`src/rtl/uart_pkg.sv`:
```
// -----------------------------------------------------------------------------
// uart_pkg
// Shared constants and types for the UART framing controller.
//   SYNC_BYTE        : start-of-frame marker
//   ERR_CSUM/LEN/TMO : err_code values reported with frame_err
//   state_e          : frame FSM state encoding
//   buf_aw()         : index width of a payload buffer of a given depth
// -----------------------------------------------------------------------------
package uart_pkg;

    localparam logic [7:0] SYNC_BYTE = 8'h55;

    localparam logic [1:0] ERR_CSUM = 2'd1;
    localparam logic [1:0] ERR_LEN  = 2'd2;
    localparam logic [1:0] ERR_TMO  = 2'd3;

    typedef enum logic [2:0] {
        IDLE  = 3'd0,
        ADDR  = 3'd1,
        LEN   = 3'd2,
        DATA  = 3'd3,
        CSUM  = 3'd4,
        BURST = 3'd5
    } state_e;

    // A depth-1 buffer still needs a 1-bit index.
    function automatic int buf_aw(input int depth);
        return (depth > 1) ? $clog2(depth) : 1;
    endfunction

endpackage

```
`src/rtl/uart_frame_buf.sv`:
```
// -----------------------------------------------------------------------------
// uart_frame_buf
// Payload buffer: MAX_LEN x 8 register file, one synchronous write port and
// one asynchronous read port. Contents have no reset; only bytes written in
// the current frame are ever read.
//   clk     : clock
//   we_i    : write enable
//   waddr_i : write index
//   wdata_i : write data
//   raddr_i : read index
//   rdata_o : read data (combinational from raddr_i)
// -----------------------------------------------------------------------------
module uart_frame_buf
    import uart_pkg::*;
#(
    parameter int MAX_LEN = 16,
    localparam int AW     = buf_aw(MAX_LEN)
) (
    input  logic          clk,
    input  logic          we_i,
    input  logic [AW-1:0] waddr_i,
    input  logic [7:0]    wdata_i,
    input  logic [AW-1:0] raddr_i,
    output logic [7:0]    rdata_o
);

    logic [7:0] mem_q [MAX_LEN];

    always_ff @(posedge clk) begin
        if (we_i) begin
            mem_q[waddr_i] <= wdata_i;
        end
    end

    assign rdata_o = mem_q[raddr_i];

endmodule

```
`src/rtl/uart_frame_ctrl.sv`:
```
// -----------------------------------------------------------------------------
// uart_frame_ctrl
// Turns the UART receiver byte stream into validated register-write bursts.
// Frame: 55 | addr | len | payload[len] | csum, csum = XOR(addr, len, payload).
// Good frames are replayed as len single-cycle writes to addr, addr+1, ...
// Bad, oversize or stalled frames are dropped and reported on frame_err.
//
// Handshake: the receiver side is a strobe with no back-pressure (a byte is
// taken in the cycle rx_int falls); the write side is fire-and-forget, wr_en
// qualifies wr_addr/wr_data in the same cycle and there is no ready.
//
//   clk, rst_n     : clock, asynchronous active-low reset
//   rx_int/rx_data : receiver busy flag and data register
//   wr_en/addr/data: register-file write port
//   frame_ok/err   : one-cycle commit / discard pulses
//   err_code       : reason of the last discard, held
//   busy           : frame in progress
//   dbg_state      : current FSM state
// -----------------------------------------------------------------------------
module uart_frame_ctrl
    import uart_pkg::*;
#(
    parameter int MAX_LEN = 16,
    parameter int TIMEOUT = 250000
) (
    input  logic       clk,
    input  logic       rst_n,
    input  logic       rx_int,
    input  logic [7:0] rx_data,
    output logic       wr_en,
    output logic [7:0] wr_addr,
    output logic [7:0] wr_data,
    output logic       frame_ok,
    output logic       frame_err,
    output logic [1:0] err_code,
    output logic       busy,
    output state_e     dbg_state
);

    localparam int AW    = buf_aw(MAX_LEN);
    localparam int GAP_W = (TIMEOUT > 2) ? $clog2(TIMEOUT) : 1;
    // Error is registered, so fire one count early: frame_err then lands in
    // the same cycle the counter would read TIMEOUT-1.
    localparam logic [GAP_W-1:0] GAP_LAST = GAP_W'(TIMEOUT - 2);

    state_e           state_q, state_d;
    logic             rx_int_q;
    logic [7:0]       base_q, base_d;
    logic [7:0]       len_q, len_d;
    logic [7:0]       idx_q, idx_d;
    logic [7:0]       csum_q, csum_d;
    logic [GAP_W-1:0] gap_q, gap_d;
    logic             wr_en_q, wr_en_d;
    logic [7:0]       wr_addr_q, wr_addr_d;
    logic [7:0]       wr_data_q, wr_data_d;
    logic             frame_ok_q, frame_ok_d;
    logic             frame_err_q, frame_err_d;
    logic [1:0]       err_code_q, err_code_d;
    logic             busy_q, busy_d;

    logic             strobe;
    logic             counting;
    logic             tmo_hit;
    logic             buf_we;
    logic [AW-1:0]    buf_raddr;
    logic [7:0]       buf_rdata;

    assign strobe   = rx_int_q & ~rx_int;
    assign counting = (state_q == ADDR) || (state_q == LEN) ||
                      (state_q == DATA) || (state_q == CSUM);
    assign tmo_hit  = counting && !strobe && (gap_q == GAP_LAST);

    // In CSUM the first payload byte is fetched ahead of the burst; during
    // BURST idx_q always points at the next byte to emit.
    assign buf_we    = strobe && (state_q == DATA);
    assign buf_raddr = (state_q == BURST) ? idx_q[AW-1:0] : '0;

    uart_frame_buf #(.MAX_LEN(MAX_LEN)) u_buf (
        .clk     (clk),
        .we_i    (buf_we),
        .waddr_i (idx_q[AW-1:0]),
        .wdata_i (rx_data),
        .raddr_i (buf_raddr),
        .rdata_o (buf_rdata)
    );

    // State register
    always_ff @(posedge clk or negedge rst_n) begin
        if (!rst_n) begin
            state_q     <= IDLE;
            rx_int_q    <= 1'b0;
            base_q      <= '0;
            len_q       <= '0;
            idx_q       <= '0;
            csum_q      <= '0;
            gap_q       <= '0;
            wr_en_q     <= 1'b0;
            wr_addr_q   <= '0;
            wr_data_q   <= '0;
            frame_ok_q  <= 1'b0;
            frame_err_q <= 1'b0;
            err_code_q  <= '0;
            busy_q      <= 1'b0;
        end else begin
            state_q     <= state_d;
            rx_int_q    <= rx_int;
            base_q      <= base_d;
            len_q       <= len_d;
            idx_q       <= idx_d;
            csum_q      <= csum_d;
            gap_q       <= gap_d;
            wr_en_q     <= wr_en_d;
            wr_addr_q   <= wr_addr_d;
            wr_data_q   <= wr_data_d;
            frame_ok_q  <= frame_ok_d;
            frame_err_q <= frame_err_d;
            err_code_q  <= err_code_d;
            busy_q      <= busy_d;
        end
    end

    // Next-state and datapath
    always_comb begin
        state_d     = state_q;
        base_d      = base_q;
        len_d       = len_q;
        idx_d       = idx_q;
        csum_d      = csum_q;
        gap_d       = (counting && !strobe) ? gap_q + 1'b1 : '0;
        wr_en_d     = 1'b0;
        wr_addr_d   = wr_addr_q;
        wr_data_d   = wr_data_q;
        frame_ok_d  = 1'b0;
        frame_err_d = 1'b0;
        err_code_d  = err_code_q;

        unique case (state_q)
            IDLE: begin
                if (strobe && rx_data == SYNC_BYTE) state_d = ADDR;
            end
            ADDR: begin
                if (strobe) begin
                    base_d  = rx_data;
                    csum_d  = rx_data;
                    state_d = LEN;
                end
            end
            LEN: begin
                if (strobe) begin
                    if (rx_data == 8'd0 || rx_data > 8'(MAX_LEN)) begin
                        frame_err_d = 1'b1;
                        err_code_d  = ERR_LEN;
                        state_d     = IDLE;
                    end else begin
                        len_d   = rx_data;
                        idx_d   = '0;
                        csum_d  = csum_q ^ rx_data;
                        state_d = DATA;
                    end
                end
            end
            DATA: begin
                if (strobe) begin
                    csum_d = csum_q ^ rx_data;
                    idx_d  = idx_q + 8'd1;
                    if (idx_q + 8'd1 == len_q) state_d = CSUM;
                end
            end
            CSUM: begin
                if (strobe) begin
                    if (rx_data == csum_q) begin
                        wr_en_d    = 1'b1;
                        wr_addr_d  = base_q;
                        wr_data_d  = buf_rdata;
                        frame_ok_d = (len_q == 8'd1);
                        idx_d      = 8'd1;
                        state_d    = BURST;
                    end else begin
                        frame_err_d = 1'b1;
                        err_code_d  = ERR_CSUM;
                        state_d     = IDLE;
                    end
                end
            end
            BURST: begin
                // Strobes are ignored here; the last write is already on the
                // output registers when idx_q reaches len_q.
                if (idx_q == len_q) begin
                    state_d = IDLE;
                end else begin
                    wr_en_d    = 1'b1;
                    wr_addr_d  = base_q + idx_q;
                    wr_data_d  = buf_rdata;
                    frame_ok_d = (idx_q + 8'd1 == len_q);
                    idx_d      = idx_q + 8'd1;
                end
            end
            default: state_d = IDLE;
        endcase

        if (tmo_hit) begin
            frame_err_d = 1'b1;
            err_code_d  = ERR_TMO;
            state_d     = IDLE;
        end

        // busy stays up through the cycle carrying the error pulse.
        busy_d = (state_d != IDLE) || frame_err_d;
    end

    // Outputs: all straight from registers
    always_comb begin
        wr_en     = wr_en_q;
        wr_addr   = wr_addr_q;
        wr_data   = wr_data_q;
        frame_ok  = frame_ok_q;
        frame_err = frame_err_q;
        err_code  = err_code_q;
        busy      = busy_q;
        dbg_state = state_q;
    end

endmodule

```
`config.mk`:
```
export PLATFORM = sky130hd
export DESIGN_NAME = uart_frame_ctrl
export DESIGN_NICKNAME = d
export VERILOG_FILES = /design/src/rtl/uart_pkg.sv /design/src/rtl/uart_frame_buf.sv /design/src/rtl/uart_frame_ctrl.sv
export SDC_FILE = /design/constraint.sdc
export NUM_CORES = 1
export LEC_CHECK = 0
export CAP_MARGIN = 5
export CORE_MARGIN = 2
export CORE_UTILIZATION = 64
export DETAILED_ROUTE_END_ITERATION = 10
export DONT_BUFFER_PORTS = 1
export GPL_ROUTABILITY_DRIVEN = 1
export PLACE_DENSITY = 0.91
export REMOVE_ABC_BUFFERS = 1
export SKIP_CTS_REPAIR_TIMING = 1
export SLEW_MARGIN = 20
export SYNTH_ARGS = -nofsm -noshare
export SYNTH_HDL_FRONTEND = slang
export SYNTH_SLANG_ARGS = --single-unit
export TNS_END_PERCENT = 30
```
`constraint.sdc`:
```
create_clock -name clk -period 3.44 [get_ports clk]
set_input_delay 0.344 -clock clk [delete_from_list [all_inputs] [get_ports clk]]
set_output_delay 0.344 -clock clk [all_outputs]
set_load 0.02 [all_outputs]
```
# Word-level counts from Yosys, hierarchy flattened
# Memories as Yosys holds them, arrays and structs flattened.
# Index checks and enable logic that the tools add are counted.
# W data, S select, Z words.
# word_totals
reg_bits,76
ram_bits,128
out_inout_bits,25
n_memories,1
# memory_table
name,depth,word_bits,rd,rd_ports_with_merged_regs,wr,line,source
u_buf.mem_q,16,8,1,0,1,uart_frame_buf.sv:27,logic [7:0] mem_q [MAX_LEN];
# op_classes
n_addsub,3
n_lt_le_gt_ge,1
eq_ne,22
mux,55
bitwise_logic,4
reduce_logical,23
# op_table
cell,count
$mux W8,16
$pmux W8 S2,2
$pmux W8 S4,1
$mux W3,9
$eq A8 B8 Y1,3
$pmux W8 S3,1
$add A18 B1 Y18 const B,1
$eq A18 B18 Y1 const B,1
$mux W18,1
$pmux W3 S6,1
$mux W1,13
$mux W2,6
$ne A2 B2 Y1 const B,6
$reduce_and A5 Y1,2
$ne A3 B3 Y1 const B,3
$reduce_bool A3 Y1,3
$add A8 B1 Y8 const B,1
$add A8 B8 Y8,1
$eq A8 B1 Y1 const B,1
$eq A8 B7 Y1 const B,1
$gt A8 B5 Y1 const B,1
$logic_not A8 Y1,1
$xor A8 B8 Y8,1
$reduce_and A7 Y1,1
19 further kinds,31

# Logic depth before layout (Yosys ltp)
# logic_depth
ltp_word,9
ltp_mapped,10
ltp_nobuf,9

# Cells and area by module
# A second synthesis with hierarchy kept.
# hier_totals
cells_unflattened,650
area_unflattened_um2,9263.9
# modules_own_cells
module,n_inst,cells_per_inst,area_each_um2
uart_frame_buf,1,221,4987.3
uart_frame_ctrl,1,429,4276.6

# Least setup slack after synthesis
# OpenSTA, ideal clock, no wires.
# synth_path
path_type,register to register
startpoint,register idx_q[0]
endpoint,register busy_q (netlist: busy)
t_arrival_ps,2343
required_time_ps,3303
slack_ps,959
stages_incl_launch_ff,11
synth_period_minus_slack_ps,2481
cell_sequence,dfrtp_1 -> buf_2 -> clkbuf_1 -> clkinv_1 -> ha_1 -> xnor2_1 -> nand2_1 -> a211oi_1 -> o2111ai_1 -> a32oi_1 -> o211ai_1
# synth_between
elab_chain_cells,8
word_cells_on_any_way,10
cone_classes,add/sub: 1; eq/ne: 2; mux: 5; reduce/logical: 2
# synth_rtl
element,line,source
start: declaration,uart_frame_ctrl.sv:50,"logic [7:0] idx_q, idx_d;"
start signal: assignment,uart_frame_ctrl.sv:109,idx_q <= idx_d;
$add A8 B1 Y8,uart_frame_ctrl.sv:166,if (idx_q + 8'd1 == len_q) state_d = CSUM;
$eq A8 B8 Y1,uart_frame_ctrl.sv:166,
$mux W3,uart_frame_ctrl.sv:166,
$mux W3,uart_frame_ctrl.sv:163,if (strobe) begin
$pmux W3 S6 (*),uart_frame_ctrl.sv:137,unique case (state_q)
$mux W3 (*),uart_frame_ctrl.sv:201,if (tmo_hit) begin
$reduce_bool A3 Y1 (*),uart_frame_ctrl.sv:208,busy_d = (state_d != IDLE) || frame_err_d;
$logic_or A1 B1 Y1 (*),uart_frame_ctrl.sv:208,
via busy_d,uart_frame_ctrl.sv:59,"logic busy_q, busy_d;"
end signal: assignment,uart_frame_ctrl.sv:118,busy_q <= busy_d;
end: declaration,uart_frame_ctrl.sv:59,
# Mark *: on every way through the listed nets, which the timed path passes. The rest lies on a longest branch.
# A chain may end at the register's enable or synchronous reset.

# Worst setup path in the final report
# layout_path
startpoint,register idx_q[3]
endpoint,register wr_addr_q[4] (netlist: wr_addr[4])
# layout_between
elab_chain_cells,3
word_cells_on_any_way,6
cone_classes,add/sub: 1; eq/ne: 2; mux: 2; reduce/logical: 1
# layout_rtl
element,line,source
$add A8 B8 Y8 or $eq A8 B8 Y1 (tied branches),"uart_frame_ctrl.sv:192, uart_frame_ctrl.sv:188",
$mux W8 or $ne A2 B2 Y1 (tied branches),--,
$pmux W8 S2 or $reduce_and A4 Y1 (tied branches),--,
end signal: assignment,uart_frame_ctrl.sv:113,wr_addr_q <= wr_addr_d;
end: declaration,uart_frame_ctrl.sv:54,"logic [7:0] wr_addr_q, wr_addr_d;"
# Parallel ways exist; a longest one is shown, timed or not. The select of a mux whose other input is x is not followed.

==> metrics <==
status finished clean; RSZ-0062 raised after global routing false; Cells after Synth 777; WL per Instance 23.50 microns; fillers 930; area occupied by multi-input gates 0.003552 sq mm; mux cell area share after synthesis 9.106%; root buffer cell clkbuf_16; largest net degree at the start of global routing 77; Synth top cells by count 128 x edfxtp_1, 76 x dfrtp_1, 66 x a21oi_1; Slew HR 32.89%; Top Family by Delay on Critical Path simple AND/OR/NAND/NOR gates; antenna violations before repair 2; peak supply drop 0.0003977 V; Die Width 126.4 microns; WL final 22960 microns; ys async rst share 37.25%; fraction of the mapped netlist area in compound gates 10.78%; register area share after synthesis 59.91%; DRT iter0 DRCs 841; die footprint 0.01598 sq mm; vias per cell 6.830; clk slew on worst S/H paths 0.06 ns; Worst-Skew Late Latency 0.51 ns; Crit Path Category reg2reg; PD cells 466.6 mW/mm^2; post-synthesis xor/xnor area fraction 3.196%; Detailed Routing Iterations Pass 1 7; Final Cell Area 0.01045 sq mm; Hold Worst Slack 0.005746 ns; endpoints failing setup 0; Starting Density 65.74%; average size of a mapped cell 12.34 sq um; Util after Layout 71.65%; number of synthesized flops with an enable pin 128; IO Port Bufs 0; largest family of logic cells by synthesized area simple AND/OR/NAND/NOR gates; maximum clock rate 350.9 MHz; Die Span Y 126.4 microns; Yosys Warn Count 0; simple-gate area share of the yosys netlist 12.05%; placed cell area 0.009681 sq mm; Buf/Inv on CP 1; setup tns final 0 ns; HP Class in2reg; # IOs 36; Core Region 0.01459 sq mm; DP HPWL 13930 microns; Critical Path Max Stage Delay 0.83 ns; GPL Wtd Cong 0.9262; Critical Path Fanout Max 26; most frequent cell after synthesis edfxtp_1; clk sinks 204; cells along the critical path xor2_1 -> or4_4 -> o21ai_2 -> and2_1 -> inv_4 -> nor2_1 -> a31oi_1; leading area contributor after synthesis edfxtp_1; clk_skew 0.01562 ns; max_cap viols 0; Syn Std Cell Area 0.009590 sq mm; Final Cycle Share 82.85%; first-pass GRT wire length 35000 microns; Yosys reg bits 204; clock buffer depth 3; Adder-Cell Fraction of Synth Area 1.905%; synthesis-to-finish area growth 8.989%; DRT antenna net count 0; H-tree levels 1; storage element area 0.005746 sq mm; Synth cell types 65; fin crit period 2.850 ns; Max Slew Vio Count 0; Top FF cell, synth edfxtp_1; critical path arrival 3.21 ns; Synth top area share 40.08%; layout cells sized above 1 12.77%; leakage 3.980 nW; total gr overflow 0; Nets 801; slowest CP cell dfrtp_1; drt drc 0; Rows 44; CTS tree done; top post-synthesis cells by area edfxtp_1 40%, dfrtp_1 20%, mux2_2 4.5%; final hold violation count 0; vias in the first global route 6572; CTS Buf Count 21; Least-Margin Pin Slew 1.003 ns; crit path launch type register; Final Power 4.878 mW; gr usage total 27.66%; Worst EP required 3.80 ns; Crit. End Element register; Vias 6673
flip-flops by register name (all words and copies together), names as in the netlist:
| name | count |
|---|---|
| csum_q | 8 |
| u_buf.mem_q | 128 |
| frame_ok | 1 |
| busy | 1 |
| base_q | 8 |
| gap_q | 18 |
| wr_en | 1 |
| frame_err | 1 |
| wr_addr | 8 |
| rx_int_q | 1 |
| dbg_state | 3 |
| wr_data | 8 |
| idx_q | 8 |
| err_code | 2 |
| len_q | 8 |
worst register-to-register path, delay by kind of cell (launching register included):
family | cells | cell delay, ns
flops | 1 | 0.83
xor+xnor | 1 | 0.20
buf+inv | 1 | 0.21
simple gates | 3 | 1.20
compound gates | 2 | 0.28
where the power goes:
group | internal, mW | switching [mW] | leakage (nW)
combinational | 0.0404 | 0.0846 | 1.59
sequential | 2.62 | 0.0119 | 2.09
clock | 1.19 | 0.927 | 0.307
cell families (layout without fill, tap and decap cells):
group,after synthesis,in the layout
fa+ha+maj,14,14
other cells,0,2
simple gates,222,222
xor+xnor,35,35
buf+inv,65,79
mux,72,72
compound gates,165,165
flops,204,204
cells in the final DEF (no fill, tap or decap), types with 6 or more instances in the layout:
cell,n
o2111ai_1,11
nand2_1,47
edfxtp_1,128
nor3_1,10
clkinv_1,6
a31oi_1,14
and3_1,14
dlygate4sd3_1,10
mux4_2,8
a21oi_1,66
mux2i_1,25
mux2_2,38
o21ai_0,29
and2_0,8
ha_1,13
clkbuf_16,21
xnor2_1,9
and2_1,17
xor2_1,26
nand3_1,24
o22ai_1,7
nor2_1,51
buf_4,10
dfrtp_1,76
nand4_1,12
inv_1,18
o221ai_1,8
layer usage:
layer  vias up  GRT usage (%)  wire length [microns]
met5         -              0                     15
met4         2          10.80                    902
met3        79          5.230                   2188
met2       416          45.20                  10840
met1      3260          37.17                   9007
li1       2916              -                      -
through the flow:
stage	worst slack, ns	std cells
after CTS	0.7095	964
final	0.5898	977
after global placement	0.9082	926
after global routing	0.5146	975
after detailed placement	0.7437	926
after floorplan	0.2707	732
final timing paths:
| check | startpoint | endpoint | slack, ns | cells after the start |
|---|---|---|---|---|
| worst max-delay path | idx_q[3] | wr_addr[4] | 0.59 | 7 |
| worst min register to register | gap_q[0] | gap_q[0] | 0.53 | 1 |
| worst min-delay path | rx_data[1] | len_q[1] | 0.006 | 1 |
| min in group asynchronous | rst_n | base_q[6] | 0.39 | 2 |
| max in group asynchronous | rst_n | gap_q[9] | 2.73 | 2 |
| worst max register to register | idx_q[3] | wr_addr[4] | 0.59 | 7 |
cell type report:
cell class,count,share of cell area (%)
antenna,2,0.04788
multi-input combinational,508,33.98
sequential,204,54.97
inverter,20,0.7422
clock buffer,22,5.063
timing repair buffer,21,1.939
tap,184,2.203
clock inverter,16,1.053
No activity file was read; power rests on OpenSTA's default activity.
